<file path="config.mk">
export PLATFORM = sky130hd
export DESIGN_NAME = motor_duty_controller
export DESIGN_NICKNAME = d
export VERILOG_FILES = /design/src/rtl/motor_duty_controller.sv
export SDC_FILE = /design/constraint.sdc
export NUM_CORES = 1
export LEC_CHECK = 0
export CORE_MARGIN = 4
export CORE_UTILIZATION = 40
export DETAILED_ROUTE_END_ITERATION = 8
export PLACE_DENSITY = 0.7
export SYNTH_ARGS = -nofsm -noshare
export SYNTH_HDL_FRONTEND = slang
export SYNTH_SLANG_ARGS = --single-unit
</file>
<file path="constraint.sdc">
create_clock -name clock -period 4.4 [get_ports clock]
set_input_delay 0.44 -clock clock [delete_from_list [all_inputs] [get_ports clock]]
set_output_delay 0.44 -clock clock [all_outputs]
set_load 0.05 [all_outputs]
</file>
<file path="src/rtl/motor_duty_controller.sv">
// Duty command sequencer: slew-limited duty ramp, stop-before-reverse,
// and latched watchdog / hall-code faults ahead of the phase drivers.
module motor_duty_controller #(
  parameter int DUTY_WIDTH      = 10,
  parameter int RAMP_DIV        = 1000,
  parameter int RAMP_STEP       = 8,
  parameter int WDT_CYCLES      = 500000,
  parameter int HALL_BAD_CYCLES = 64
) (
  input  logic                  clock,
  input  logic                  reset_n,
  input  logic                  cmd_valid,
  output logic                  cmd_ready,
  input  logic [DUTY_WIDTH-1:0] cmd_duty,
  input  logic                  cmd_dir,
  input  logic                  cmd_brake,
  input  logic [2:0]            hall,
  input  logic                  clear_fault,
  output logic [DUTY_WIDTH-1:0] duty_out,
  output logic                  dir_out,
  output logic                  brake_out,
  output logic                  fault_wdt,
  output logic                  fault_hall,
  output logic [1:0]            state_out
);

  typedef enum logic [1:0] {
    IDLE    = 2'd0,
    RUN     = 2'd1,
    REVERSE = 2'd2,
    FAULT   = 2'd3
  } state_t;

  localparam int RAMP_W = (RAMP_DIV > 1) ? $clog2(RAMP_DIV) : 1;
  localparam int WDT_W  = (WDT_CYCLES > 0) ? $clog2(WDT_CYCLES + 1) : 1;
  localparam int HALL_W = $clog2(HALL_BAD_CYCLES + 1);

  localparam logic [RAMP_W-1:0]   RAMP_LAST = RAMP_W'(RAMP_DIV - 1);
  localparam logic [WDT_W-1:0]    WDT_LAST  = WDT_W'((WDT_CYCLES > 0) ? WDT_CYCLES - 1 : 0);
  localparam logic [HALL_W-1:0]   HALL_LAST = HALL_W'(HALL_BAD_CYCLES - 1);
  localparam logic [HALL_W-1:0]   HALL_MAX  = HALL_W'(HALL_BAD_CYCLES);
  localparam logic [DUTY_WIDTH:0] STEP_X    = (DUTY_WIDTH + 1)'(RAMP_STEP);

  // One slew-limited step from cur toward dst, computed one bit wider so the
  // sum cannot wrap and the result never passes dst.
  function automatic logic [DUTY_WIDTH-1:0] ramp_toward(
    input logic [DUTY_WIDTH-1:0] cur,
    input logic [DUTY_WIDTH-1:0] dst
  );
    logic [DUTY_WIDTH:0] cur_x;
    logic [DUTY_WIDTH:0] dst_x;
    logic [DUTY_WIDTH:0] sum_x;
    logic [DUTY_WIDTH:0] gap_x;
    cur_x = {1'b0, cur};
    dst_x = {1'b0, dst};
    sum_x = cur_x + STEP_X;
    gap_x = cur_x - dst_x;
    if (cur_x < dst_x)
      ramp_toward = (sum_x > dst_x) ? dst : sum_x[DUTY_WIDTH-1:0];
    else if (cur_x > dst_x)
      ramp_toward = (gap_x <= STEP_X) ? dst : DUTY_WIDTH'(cur_x - STEP_X);
    else
      ramp_toward = cur;
  endfunction

  state_t                state, state_nxt;
  logic [DUTY_WIDTH-1:0] target, target_nxt;
  logic [DUTY_WIDTH-1:0] duty_nxt;
  logic                  pend_dir, pend_dir_nxt;
  logic                  dir_nxt, brake_nxt, ready_nxt;
  logic                  fault_wdt_nxt, fault_hall_nxt;
  logic [RAMP_W-1:0]     ramp_cnt, ramp_cnt_nxt;
  logic [WDT_W-1:0]      wdt_cnt, wdt_cnt_nxt;
  logic [HALL_W-1:0]     hall_cnt, hall_cnt_nxt;
  logic                  accept, hall_bad, tick, wdt_trip, hall_trip;

  assign state_out = state;
  assign accept    = cmd_valid && cmd_ready;
  assign hall_bad  = (hall == 3'b000) || (hall == 3'b111);
  assign tick      = (ramp_cnt == RAMP_LAST);
  assign wdt_trip  = (WDT_CYCLES > 0) && (state != FAULT) && !accept && (wdt_cnt == WDT_LAST);
  assign hall_trip = hall_bad && (hall_cnt == HALL_LAST);

  always_comb begin
    state_nxt      = state;
    target_nxt     = target;
    duty_nxt       = duty_out;
    dir_nxt        = dir_out;
    pend_dir_nxt   = pend_dir;
    brake_nxt      = brake_out;
    fault_wdt_nxt  = fault_wdt;
    fault_hall_nxt = fault_hall;
    ramp_cnt_nxt   = tick ? '0 : ramp_cnt + 1'b1;
    wdt_cnt_nxt    = wdt_cnt;
    hall_cnt_nxt   = '0;

    if ((WDT_CYCLES > 0) && (state != FAULT))
      wdt_cnt_nxt = accept ? '0 : wdt_cnt + 1'b1;
    if (hall_bad)
      hall_cnt_nxt = (hall_cnt == HALL_MAX) ? hall_cnt : hall_cnt + 1'b1;

    // Faults outrank everything, including a command accepted this cycle.
    if (wdt_trip || hall_trip) begin
      if (wdt_trip)  fault_wdt_nxt  = 1'b1;
      if (hall_trip) fault_hall_nxt = 1'b1;
      state_nxt  = FAULT;
      duty_nxt   = '0;
      target_nxt = '0;
      brake_nxt  = 1'b0;
    end else if (state == FAULT) begin
      if (clear_fault && !hall_bad) begin
        fault_wdt_nxt  = 1'b0;
        fault_hall_nxt = 1'b0;
        wdt_cnt_nxt    = '0;
        hall_cnt_nxt   = '0;
        state_nxt      = IDLE;
      end
    end else if (accept && cmd_brake) begin
      duty_nxt   = '0;
      target_nxt = '0;
      brake_nxt  = 1'b1;
      state_nxt  = IDLE;
    end else if (accept) begin
      target_nxt = cmd_duty;
      brake_nxt  = 1'b0;
      if ((cmd_dir == dir_out) || (duty_out == '0)) begin
        if (duty_out == '0) dir_nxt = cmd_dir;
        state_nxt = (cmd_duty == '0) ? IDLE : RUN;
      end else begin
        pend_dir_nxt = cmd_dir;
        state_nxt    = REVERSE;
      end
    end else if ((state == REVERSE) && (duty_out == '0)) begin
      // Motor is stopped: safe to flip direction, then ramp to the pending target.
      dir_nxt   = pend_dir;
      state_nxt = RUN;
    end else begin
      if ((state == RUN) && (duty_out == '0) && (target == '0))
        state_nxt = IDLE;
      if (tick)
        duty_nxt = ramp_toward(duty_out, (state == REVERSE) ? '0 : target);
    end

    ready_nxt = (state_nxt != FAULT);
  end

  always_ff @(posedge clock or negedge reset_n) begin
    if (!reset_n) begin
      state      <= IDLE;
      target     <= '0;
      duty_out   <= '0;
      dir_out    <= 1'b0;
      pend_dir   <= 1'b0;
      brake_out  <= 1'b0;
      cmd_ready  <= 1'b0;
      fault_wdt  <= 1'b0;
      fault_hall <= 1'b0;
      ramp_cnt   <= '0;
      wdt_cnt    <= '0;
      hall_cnt   <= '0;
    end else begin
      state      <= state_nxt;
      target     <= target_nxt;
      duty_out   <= duty_nxt;
      dir_out    <= dir_nxt;
      pend_dir   <= pend_dir_nxt;
      brake_out  <= brake_nxt;
      cmd_ready  <= ready_nxt;
      fault_wdt  <= fault_wdt_nxt;
      fault_hall <= fault_hall_nxt;
      ramp_cnt   <= ramp_cnt_nxt;
      wdt_cnt    <= wdt_cnt_nxt;
      hall_cnt   <= hall_cnt_nxt;
    end
  end

endmodule

</file>
# After elaboration in Yosys (flattened, before gate mapping)
# Cells that the tools add are included.
[op_classes] add_sub_neg=6 n_lt_le_gt_ge=4 n_eq_ne=18 n_mux=49 bitwise_logic=4 n_reduce_logical=30
[op_table] operator="$mux 10" n=16
[op_table] operator="$mux 19" n=5
[op_table] operator="$mux 7" n=5
[op_table] operator="$logic_not 10->1" n=3
[op_table] operator="$add 19x1->19 const B" n=1
[op_table] operator="$eq 19x19->1 const B" n=1
[op_table] operator="$mux 2" n=8
[op_table] operator="$mux 1" n=15
[op_table] operator="$add 10x4->11 const B" n=1
[op_table] operator="$gt 11x10->1" n=1
[op_table] operator="$le 11x4->1 const B" n=1
[op_table] operator="$sub 10x10->11" n=1
[op_table] operator="$add 10x1->10 const B" n=1
[op_table] operator="$eq 10x10->1 const B" n=1
[op_table] operator="$gt 10x10->1" n=1
[op_table] operator="$lt 10x10->1" n=1
[op_table] operator="$ne 2x2->1 const B" n=5
[op_table] operator="$reduce_and 5->1" n=2
[op_table] operator="$sub 10x4->10 const B" n=1
[op_table] operator="$logic_and 1x1->1" n=9
[op_table] operator="$add 7x1->7 const B" n=1
[op_table] operator="$eq 7x6->1 const B" n=1
[op_table] operator="$eq 7x7->1 const B" n=1
[op_table] operator="$reduce_and 3->1" n=2
[op_table] operator="16 further kinds" n=27
[totals] register_bits=64 inputBits=19 out_inout_bits=17 word_cells=123

# Logic depth before layout (Yosys ltp)
# Gate-level depths: netlist of run 1.
[depth] ltp_word=13 mapped_depth=15 mapped_depth_nobuf=13

# Worst setup path after synthesis of run 1
# OpenSTA, ideal clock, no wires.
[synth_timing] path_kind="reg2reg" from="reg state[0], in the netlist state_out[0]" to="reg duty_out[6]" t_arrival_ps=4010 required_ps=4274 path_slack_ps=264 path_stages_with_launch=16 n_path_buf=2 period_less_slack_ps=4136 cell_sequence="dfrtp_1 > nand2b_1 > clkbuf_1 > clkbuf_1 > and2_1 > ha_1 > inv_1 > fa_1 > or3b_1 > a21oi_1 > nor3_1 > a221oi_1 > nand4_1 > nor2_1 > mux2i_1 > a221o_1"
[synth_via] elab_chain_cells=13 word_cells_on_any_way=29 cone_classes="add/sub (1); order compare (4); eq/ne (6); mux (11); reduce/logical (7)"
[synth_rtl] item="start: declaration" line_no="66" rtl="state_t state, state_nxt;"
[synth_rtl] item="start signal: assignment" line_no="162" rtl="state <= state_nxt;"
[synth_rtl] item="$eq 2x2->1" line_no="133, 141"
[synth_rtl] item="$mux 10" line_no="141" rtl="duty_nxt = ramp_toward(duty_out, (state == REVERSE) ? '0 : target);"
[synth_rtl] item="$sub 10x10->11" line_no="57" rtl="gap_x = cur_x - dst_x;"
[synth_rtl] item="$le 11x4->1" line_no="61" rtl="ramp_toward = (gap_x <= STEP_X) ? dst : DUTY_WIDTH'(cur_x - STEP_X);"
[synth_rtl] item="$mux 10" line_no="61"
[synth_rtl] item="$mux 10" line_no="60" rtl="else if (cur_x > dst_x)"
[synth_rtl] item="$mux 10" line_no="58" rtl="if (cur_x < dst_x)"
[synth_rtl] item="$mux 10" line_no="140" rtl="if (tick)"
[synth_rtl] item="$mux 10" line_no="133" rtl="end else if ((state == REVERSE) && (duty_out == '0)) begin"
[synth_rtl] item="$mux 10" line_no="123" rtl="end else if (accept) begin"
[synth_rtl] item="$mux 10" line_no="118" rtl="end else if (accept && cmd_brake) begin"
[synth_rtl] item="$mux 10" line_no="110" rtl="end else if (state == FAULT) begin"
[synth_rtl] item="$mux 10" line_no="103" rtl="if (wdt_trip || hall_trip) begin"
[synth_rtl] item="end signal: assignment" line_no="164" rtl="duty_out <= duty_nxt;"
[synth_rtl] item="end: declaration" line_no="19" rtl="output logic [DUTY_WIDTH-1:0] duty_out,"
# Several ways; a longest one is shown, not always the timed one. The select of a mux whose other input is x is not followed.
# A chain may end at the register's enable or synchronous reset.

# Worst setup path in the final report of run 1
[layout_timing] from="reg state[0], in the netlist state_out[0]" to="reg duty_out[5]"
# The elaborated chain is that of the path after synthesis.

==> summary.md, run 1 <==
The run finished with clean final reports. STA classifies the critical path startpoint as a flop. The row count was 37; the slew at the pin with the worst max-slew slack was 0.869 ns. Of the total power, the clock network draws 41.0%. For the synthesis warning total, the log shows 0. Registers are responsible for 43.6% of the overall power.

A synthesized cell averages 8.85 um2. IR analysis of the VDD net gives a maximum drop of 0.146 mV. Dividing the final minimum period by the clock period gives 85.4%.

The total count of max-transition violations in the final report is 0, and the horizontal die dimension is 112 um. The multi-input combinational cells in the finished layout cover a total of 0.00259 mm2. The required arrival time at the worst endpoint is 4.63 ns.

Summing the areas of all and, or, nand and nor instances in the mapped netlist gives 23.7% of the synthesized area. Gates resized during post-CTS repair numbered 0. Cells with a size suffix above 1 make up 6.82% of the layout.

The run gives 0.266 GHz as the maximum clock frequency. The kind of capture point of the worst setup path is a flop. The area taken by flip-flops and latches was 0.00160 mm2. Of all flip-flops after synthesis, the portion carrying an async set or reset was 100%. Final setup violation count: 0.

The worst reg2reg path startpoint is state_out[0]. The count of final hold-check violations was 0; the overall power of the completed layout was 1.42 mW. Across all setup checks in the final design, the least slack found is 0.642 ns. After synthesis, the largest family of logic cells by area is simple AND/OR/NAND/NOR gates.

The filler cells instantiated in the layout total 1,039. Entering global routing, the biggest net connects 65 pins. The number of sinks on the clock net is 64, and the number of buffers between clock root and the deepest sink is 2. The area inside the core boundary is 0.0105 mm2, and the internal portion of total power is 1.02 mW.

At the end of the flow the core is filled with cells to 48.1%. After the first detailed-routing iteration, the DRC count stood at 248. Data arrives at the worst endpoint at 3.98 ns. Global routing finished with a remaining overflow of 0. For the worst flop-to-flop path, the logic depth is 13.

The number of synthesized flops with an enable pin is 0. Class of the worst hold path: in -> async. The run gives 41.9% as the worst slew slack as a fraction of its limit. The post-synthesis compound-gate area fraction works out to 21.9%. The hold buffer count at CTS was 0; the global placer's final weighted congestion was 0.907. Once the floorplan was initialized, standard cells occupied 41.5% of the core. The post-placement cell area came out at 0.00480 mm2. The number of flip-flops and latches in the synthesized netlist was 64; the switching portion of total power was 28.7%. For this run, design rule violations remaining after detail routing come to 0. Final design instance area without fill: 0.00503 mm2.

The commonest register cell after synthesis was sky130_fd_sc_hd__dfrtp_1. The pre-antenna-repair detailed-routing pass consisted of 5 iterations. For the worst-skew pair, the clock arrives at the later sink with an insertion delay of 0.35 ns. The proportion of synthesized area in mux cells works out to 1.41%. The critical path is of the reg -> reg type. For the finished layout, the period the worst path requires is 3.76 ns.

Global routing used 17.7% of the available tracks. Hold is met by 0.254 ns. The adder-cell share of the synthesized area works out to 7.38%.

Max-cap violations in this run came to 0. In this run the vertical extent of the chip is 112 um. For the clock buffer count from CTS, the log shows 9. In this run the cell area of the synthesized design comes to 0.00434 mm2. After technology mapping, the gate count stands at 490. The register-to-register setup slack was 0.64 ns. The number of setup buffers added after CTS is 0.

Clock tree synthesis selected as its root buffer the cell sky130_fd_sc_hd__clkbuf_8. The tools report the setup TNS as 0 ns. The tools report the share of the yosys chip area belonging to registers as 36.9%. After detailed routing, the average wire length per cell comes to 16.5 um. When the netlist entered floorplanning its net count stood at 534. The analysis attributes to cell leakage a power of 2.09 nW. The initial antenna violation count was 0; the count of buffers from port buffering was 35. The ratio of total power to cell area is 283 mW/mm2.

Summed over all layers, the routed wires come to 10,900 um. Final clock skew: 0.00976 ns. TritonCTS built the clock tree. The synthesized netlist contains 67 unique library cells. Setup repair after global routing left no endpoint under its margin.

After Yosys synthesis, XOR and XNOR cells account for 5.45% of the synthesized area. The number of placed instances, taps included is 648, and the post-synthesis to final-layout area growth is 16.0%. The tools report the critical register-to-register path endpoint as duty_out[5]. The run gives 3,839 as the via count of the first global-routing pass.

The setup slack after placement was 0.719 ns; the count of antenna diodes in the layout was 0. The share of total power dissipated in combinational logic is 15.4%. Using the TritonRoute via totals, the vias-per-cell ratio works out to 5.86. At the end of the flow, the number of nets in the layout was 567. The CTS clock-pin slew for the worst setup and hold paths is 0.08 ns, and the peak fanout along the critical path is 7. Pin placement for this block handled 36 I/O pins. Across all layers, the routed design uses 3,892 vias.

The analysis attributes to net switching a power of 409 uW. In this run the remaining antenna-violating nets after routing total 0. Once layout is complete, the cells apart from fillers number 664. For the area enclosed by the die boundary, the log shows 0.0126 mm2. The first global-routing pass estimated 18,800 um of wire. The deepest level of the CTS H-tree was 3; the total half-perimeter wirelength after legalization and detailed placement was 8080 um.
## registers in the layout, summed over array words and instances, names as in the netlist, 2 cells and up
name	count
wdt_cnt	19
state_out	2
hall_cnt	7
duty_out	10
ramp_cnt	10
target	10
## cells in the mapped netlist, drive strengths merged, types with 5 or more instances
cell | count | share of area (%)
dfrtp | 64 | 37
nor2 | 50 | 4.4
o21ai | 49 | 5.7
nand2 | 37 | 3.6
ha | 24 | 6.9
nand3 | 24 | 2.8
a21oi | 17 | 2.0
a22o | 16 | 3.2
inv | 15 | 1.3
nor3 | 15 | 1.7
xnor2 | 15 | 3.0
clkbuf | 13 | 1.1
and3 | 12 | 1.7
xor2 | 12 | 2.4
a31oi | 11 | 1.6
nand4 | 10 | 1.4
o31ai | 9 | 1.7
nor4 | 7 | 1.2
o211ai | 7 | 1.2
and2 | 6 | 0.92
nor2b | 6 | 0.87
buf | 5 | 0.87
mux2i | 5 | 1.2
nand2b | 5 | 0.72
## worst max-delay path, cell delays in order, from the launching register on
cell,delay [ns]
sky130_fd_sc_hd__dfrtp_1,0.45
sky130_fd_sc_hd__nand2b_1,0.18
sky130_fd_sc_hd__and2_1,0.17
sky130_fd_sc_hd__ha_1,0.19
sky130_fd_sc_hd__inv_1,0.07
sky130_fd_sc_hd__fa_1,0.41
sky130_fd_sc_hd__or3b_1,0.39
sky130_fd_sc_hd__a21oi_1,0.16
sky130_fd_sc_hd__nor3_1,0.07
sky130_fd_sc_hd__a221oi_1,0.32
sky130_fd_sc_hd__nand4_1,0.24
sky130_fd_sc_hd__nor2_1,0.46
sky130_fd_sc_hd__mux2i_1,0.16
sky130_fd_sc_hd__a221o_1,0.36
## how the worst max path moves through the flow
stage,to,start,slack (ns),cells past startpoint
final,duty_out[5],state_out[0],0.64,13
after global routing,duty_out[5],state_out[0],0.41,13
after CTS,duty_out[5],state_out[0],0.69,13
after detailed placement,duty_out[5],state_out[0],0.72,13
after global placement,duty_out[6],state_out[0],0.85,13
after floorplan,duty_out[6],state_out[0],0.26,15
## layout by cell type, fill, tap and decap left out, drive strengths merged, types with 4 or more instances in the layout
| master | synthesis | routed |
|---|---|---|
| nand2b | 5 | 5 |
| nor3 | 15 | 15 |
| and2 | 6 | 6 |
| nand4 | 10 | 10 |
| ha | 24 | 24 |
| a31oi | 11 | 11 |
| nand3 | 24 | 24 |
| dfrtp | 64 | 64 |
| a22o | 16 | 16 |
| clkdlybuf4s50 | 0 | 34 |
| nor4 | 7 | 7 |
| o21ai | 49 | 49 |
| a211oi | 4 | 4 |
| xnor2 | 15 | 15 |
| nor2 | 50 | 50 |
| nand2 | 37 | 37 |
| and3 | 12 | 12 |
| a21oi | 17 | 17 |
| buf | 5 | 6 |
| o31ai | 9 | 9 |
| mux2i | 5 | 5 |
| a221o | 4 | 4 |
| o22ai | 4 | 4 |
| clkbuf | 13 | 9 |
| xor2 | 12 | 12 |
| nor2b | 6 | 6 |
| inv | 15 | 18 |
| and4 | 4 | 4 |
| o211ai | 7 | 7 |
## routing by layer
metal  up-vias  routed length, um  global-route usage, %  share of wire [%]
li1       1900                  -                      -                  -
met1      1879               5210                   24.9                 48
met2        95               4930                   26.7                 45
met3        18                592                   4.15                5.4
met4         0                201                   6.49                1.8
met5         -                  0                      0                  0
## cell families (layout without fill, tap and decap cells)
group / Yosys count / count (layout)
AO/OA/AOI/OAI: 140 / 140
multiplexers: 6 / 6
adder cells (fa/ha/maj): 25 / 25
buffers and inverters: 33 / 71
flip-flops: 64 / 64
XOR/XNOR: 27 / 27
AND/OR/NAND/NOR: 195 / 195
## cell type report
cell class | count | share of cell area, %
Multi-Input combinational cell | 393 | 51.6
Sequential cell | 64 | 31.8
Timing Repair Buffer | 40 | 7.61
Tap cell | 136 | 3.38
Clock buffer | 9 | 2.46
Clock inverter | 7 | 2.01
Inverter | 15 | 1.12
## power by group through the flow
| stage | sequential, mW | combinational [mW] | clock [mW] |
|---|---|---|---|
| after floorplan | 0.643 | 0.127 | 0 |
| after global placement | 0.631 | 0.216 | 0 |
| after detailed placement | 0.632 | 0.218 | 0 |
| after CTS | 0.621 | 0.219 | 0.600 |
| after global routing | 0.623 | 0.242 | 0.625 |
| final | 0.621 | 0.219 | 0.584 |
(Power assumes the default switching activity.)
==> inputs of run 2 (changes only) <==
Clock period 4.4 ns to 4.5 ns, I/O delays scaled along.
==> summary.md, run 2 (synthesized netlist as in run 1, its figures left out) <==
The run finished with clean final reports. The peak fanout along the critical path works out to 7. The post-route netlist has 6.64% of its cells at a drive strength greater than 1. The routed design could run at a clock period as short as 3.70 ns. The floorplan has 37 rows. The endpoint identified for the worst register-to-register timing path is duty_out[5]. The first global-routing pass estimated 18,300 um of wire. Across the VDD grid, the largest voltage drop is 0.160 mV. Measured against its own limit, the worst slew margin works out to 43.9%.

No sink is reached through more buffers than the 2 on the longest clock path. Data arrives at the worst endpoint at 3.93 ns. Setup repair after global routing left no endpoint under its margin. The register with the most flip-flops in the layout has 19 of them.

The tools report the clock buffer count from CTS as 9. The worst setup path is captured at a flop. STA classifies the critical path startpoint as a flop. After clock tree synthesis, the setup repair step added 0 buffers. The hold buffer count at CTS was 0.

The register-to-register setup slack was 0.80 ns. The post-layout instance count excluding filler cells came out at 663. Static timing analysis puts the maximum clock frequency at 0.270 GHz. Via count of the first global-routing pass: 3,711. The initial antenna violation count is 0. The total count of max-transition violations in the final report was 0. The logs give 3,879 for the vias after detailed routing and 3 for the deepest level of the CTS H-tree.

At the pin with the least slew margin, the transition time is 0.839 ns. The number of placed instances, taps included, is 647. In the global route stage, overall resource usage came out at 17.5%. The count of buffers added on input and output ports is 35. After detailed routing, the average wire length per cell comes to 16.3 um. For the starting density of the core, the log shows 41.5%. 36 I/O pins were placed.

The tools report the worst reg2reg path startpoint as state_out[0]. Register with the most flip-flops: wdt_cnt. On the final layout, the worst hold slack is 0.282 ns. After the last flow step, the layout net total stands at 566. The standby leakage power was 2.07 nW.

The run gives 0.0105 mm2 as the area inside the core boundary. In the routed layout, each cell is associated on average with a via count of 5.85. The die is 112 um wide. Source of the critical timing path: state_out[0].

The count of final hold-check violations was 0. TritonCTS built the clock tree. In this run the worst hold path is classified as in -> async.

The tools report the setup TNS as 0 ns. Clock-pin slew was measured on the worst setup and hold paths at 0.08 ns. The run gives 0 as the final setup violation count.

The count of antenna diodes in the layout is 0. The number of routed nets with antenna violations was 0. The final clock skew came out at 0.00990 ns.

At the end of routability-driven placement, the weighted congestion stood at 0.909. After clock tree synthesis, the repair step resized 0 gates. The root cell of the clock tree was sky130_fd_sc_hd__clkbuf_8. The worst register-to-register path has a depth of 13. In this run, the number of DRC markers left after iteration 0 of detailed routing was 207. After detailed routing, the number of remaining DRC violations is 0. Summed over all nets, the half-perimeter wirelength after detailed placement is 8070 um. The run gives 65 as the pin count of the biggest net entering global routing.

The end of the critical path is duty_out[5]. The critical path is of the reg -> reg type. Before antenna repair, the detailed router went through 4 iterations. Compared with the post-synthesis result, the final layout area differs by 14.8%.

The final routed wirelength across all metal layers was 10,800 um. Utilization after layout: 47.6%. Global routing finished with a remaining overflow of 0. STA puts the critical path data required time at 4.73 ns.

The clock reaches the later pin of the worst-skew pair after 0.34 ns. CTS saw 64 sinks. The final critical-path share of the clock period was 82.3%.

The ratio of total power to cell area is 256 mW/mm2, and the height of the die is 112 um. The die covers 0.0126 mm2. Leaving out fill and tap cells, the most frequent cell in the layout is sky130_fd_sc_hd__dfrtp_1. For the number of max-cap violations, the log shows 0. In the layout the commonest cells are sky130_fd_sc_hd__dfrtp_1 (64), sky130_fd_sc_hd__nor2_1 (49), sky130_fd_sc_hd__o21ai_0 (38), sky130_fd_sc_hd__nand2_1 (36), sky130_fd_sc_hd__clkdlybuf4s50_1 (34).
-- run 2: cell count changes in the layout (fill, tap and decap cells not counted) --
cell                         before  now
sky130_fd_sc_hd__clkinv_4         0    2
sky130_fd_sc_hd__clkbuf_8         9   10
sky130_fd_sc_hd__buf_4            5    4
sky130_fd_sc_hd__inv_6            3    1
sky130_fd_sc_hd__bufinv_16        2    0
sky130_fd_sc_hd__clkinvlp_4       2    1
sky130_fd_sc_hd__clkinv_2         0    2
-- run 2: metal layers --
| layer | vias to the layer above | global-route usage, % | wire length, um |
|---|---|---|---|
| li1 | 1886 | - | - |
| met1 | 1857 | 25.1 | 5140 |
| met2 | 122 | 25.9 | 4820 |
| met3 | 14 | 3.83 | 610 |
| met4 | 0 | 6.33 | 214 |
| met5 | - | 0 | 0 |
-- run 2: metrics by stage --
| stage | power [mW] | area [um2] | worst slack, ns |
|---|---|---|---|
| after floorplan | 0.753 | 4340 | 0.364 |
| after global placement | 0.827 | 4800 | 0.947 |
| after detailed placement | 0.830 | 4800 | 0.817 |
| after CTS | 1.29 | 4980 | 0.807 |
| after global routing | 1.34 | 4980 | 0.568 |
| final | 1.28 | 4980 | 0.797 |
-- run 2: worst min-delay path by stage --
stage | endpoint | start | cells after the start | slack [ns]
after floorplan | brake_out | reset_n | 0 | 0.15
after detailed placement | ramp_cnt[0] | ramp_cnt[0] | 1 | 0.48
after CTS | wdt_cnt[6] | reset_n | 2 | 0.31
after global placement | ramp_cnt[9] | ramp_cnt[9] | 1 | 0.47
after global routing | wdt_cnt[9] | reset_n | 2 | 0.35
final | wdt_cnt[9] | reset_n | 2 | 0.28
-- run 2: final cells by class --
| type | instances | area (um2) |
|---|---|---|
| fillers | 1034 | 5480 |
| multi-input cells | 393 | 2590 |
| flip-flops and latches | 64 | 1600 |
| repair buffers | 39 | 375 |
| well taps | 136 | 170 |
| clock buffers | 10 | 138 |
| inverters | 15 | 56.3 |
| clock inverters | 6 | 43.8 |
-- run 2: worst max-delay path, cell delays in order (launching register included) --
cell and delay [ns]:
sky130_fd_sc_hd__dfrtp_1 0.44, sky130_fd_sc_hd__nand2b_1 0.18, sky130_fd_sc_hd__and2_1 0.17, sky130_fd_sc_hd__ha_1 0.20
sky130_fd_sc_hd__inv_1 0.07, sky130_fd_sc_hd__fa_1 0.41, sky130_fd_sc_hd__or3b_1 0.38, sky130_fd_sc_hd__a21oi_1 0.16
sky130_fd_sc_hd__nor3_1 0.07, sky130_fd_sc_hd__a221oi_1 0.30, sky130_fd_sc_hd__nand4_1 0.24, sky130_fd_sc_hd__nor2_1 0.45
sky130_fd_sc_hd__mux2i_1 0.16, sky130_fd_sc_hd__a221o_1 0.35
-- run 2: report_power, final --
part           switching (mW)  internal (mW)  total [mW]
sequential             0.0174          0.590       0.607
clock                   0.240          0.217       0.456
combinational           0.128         0.0852       0.213
total                   0.385          0.891        1.28
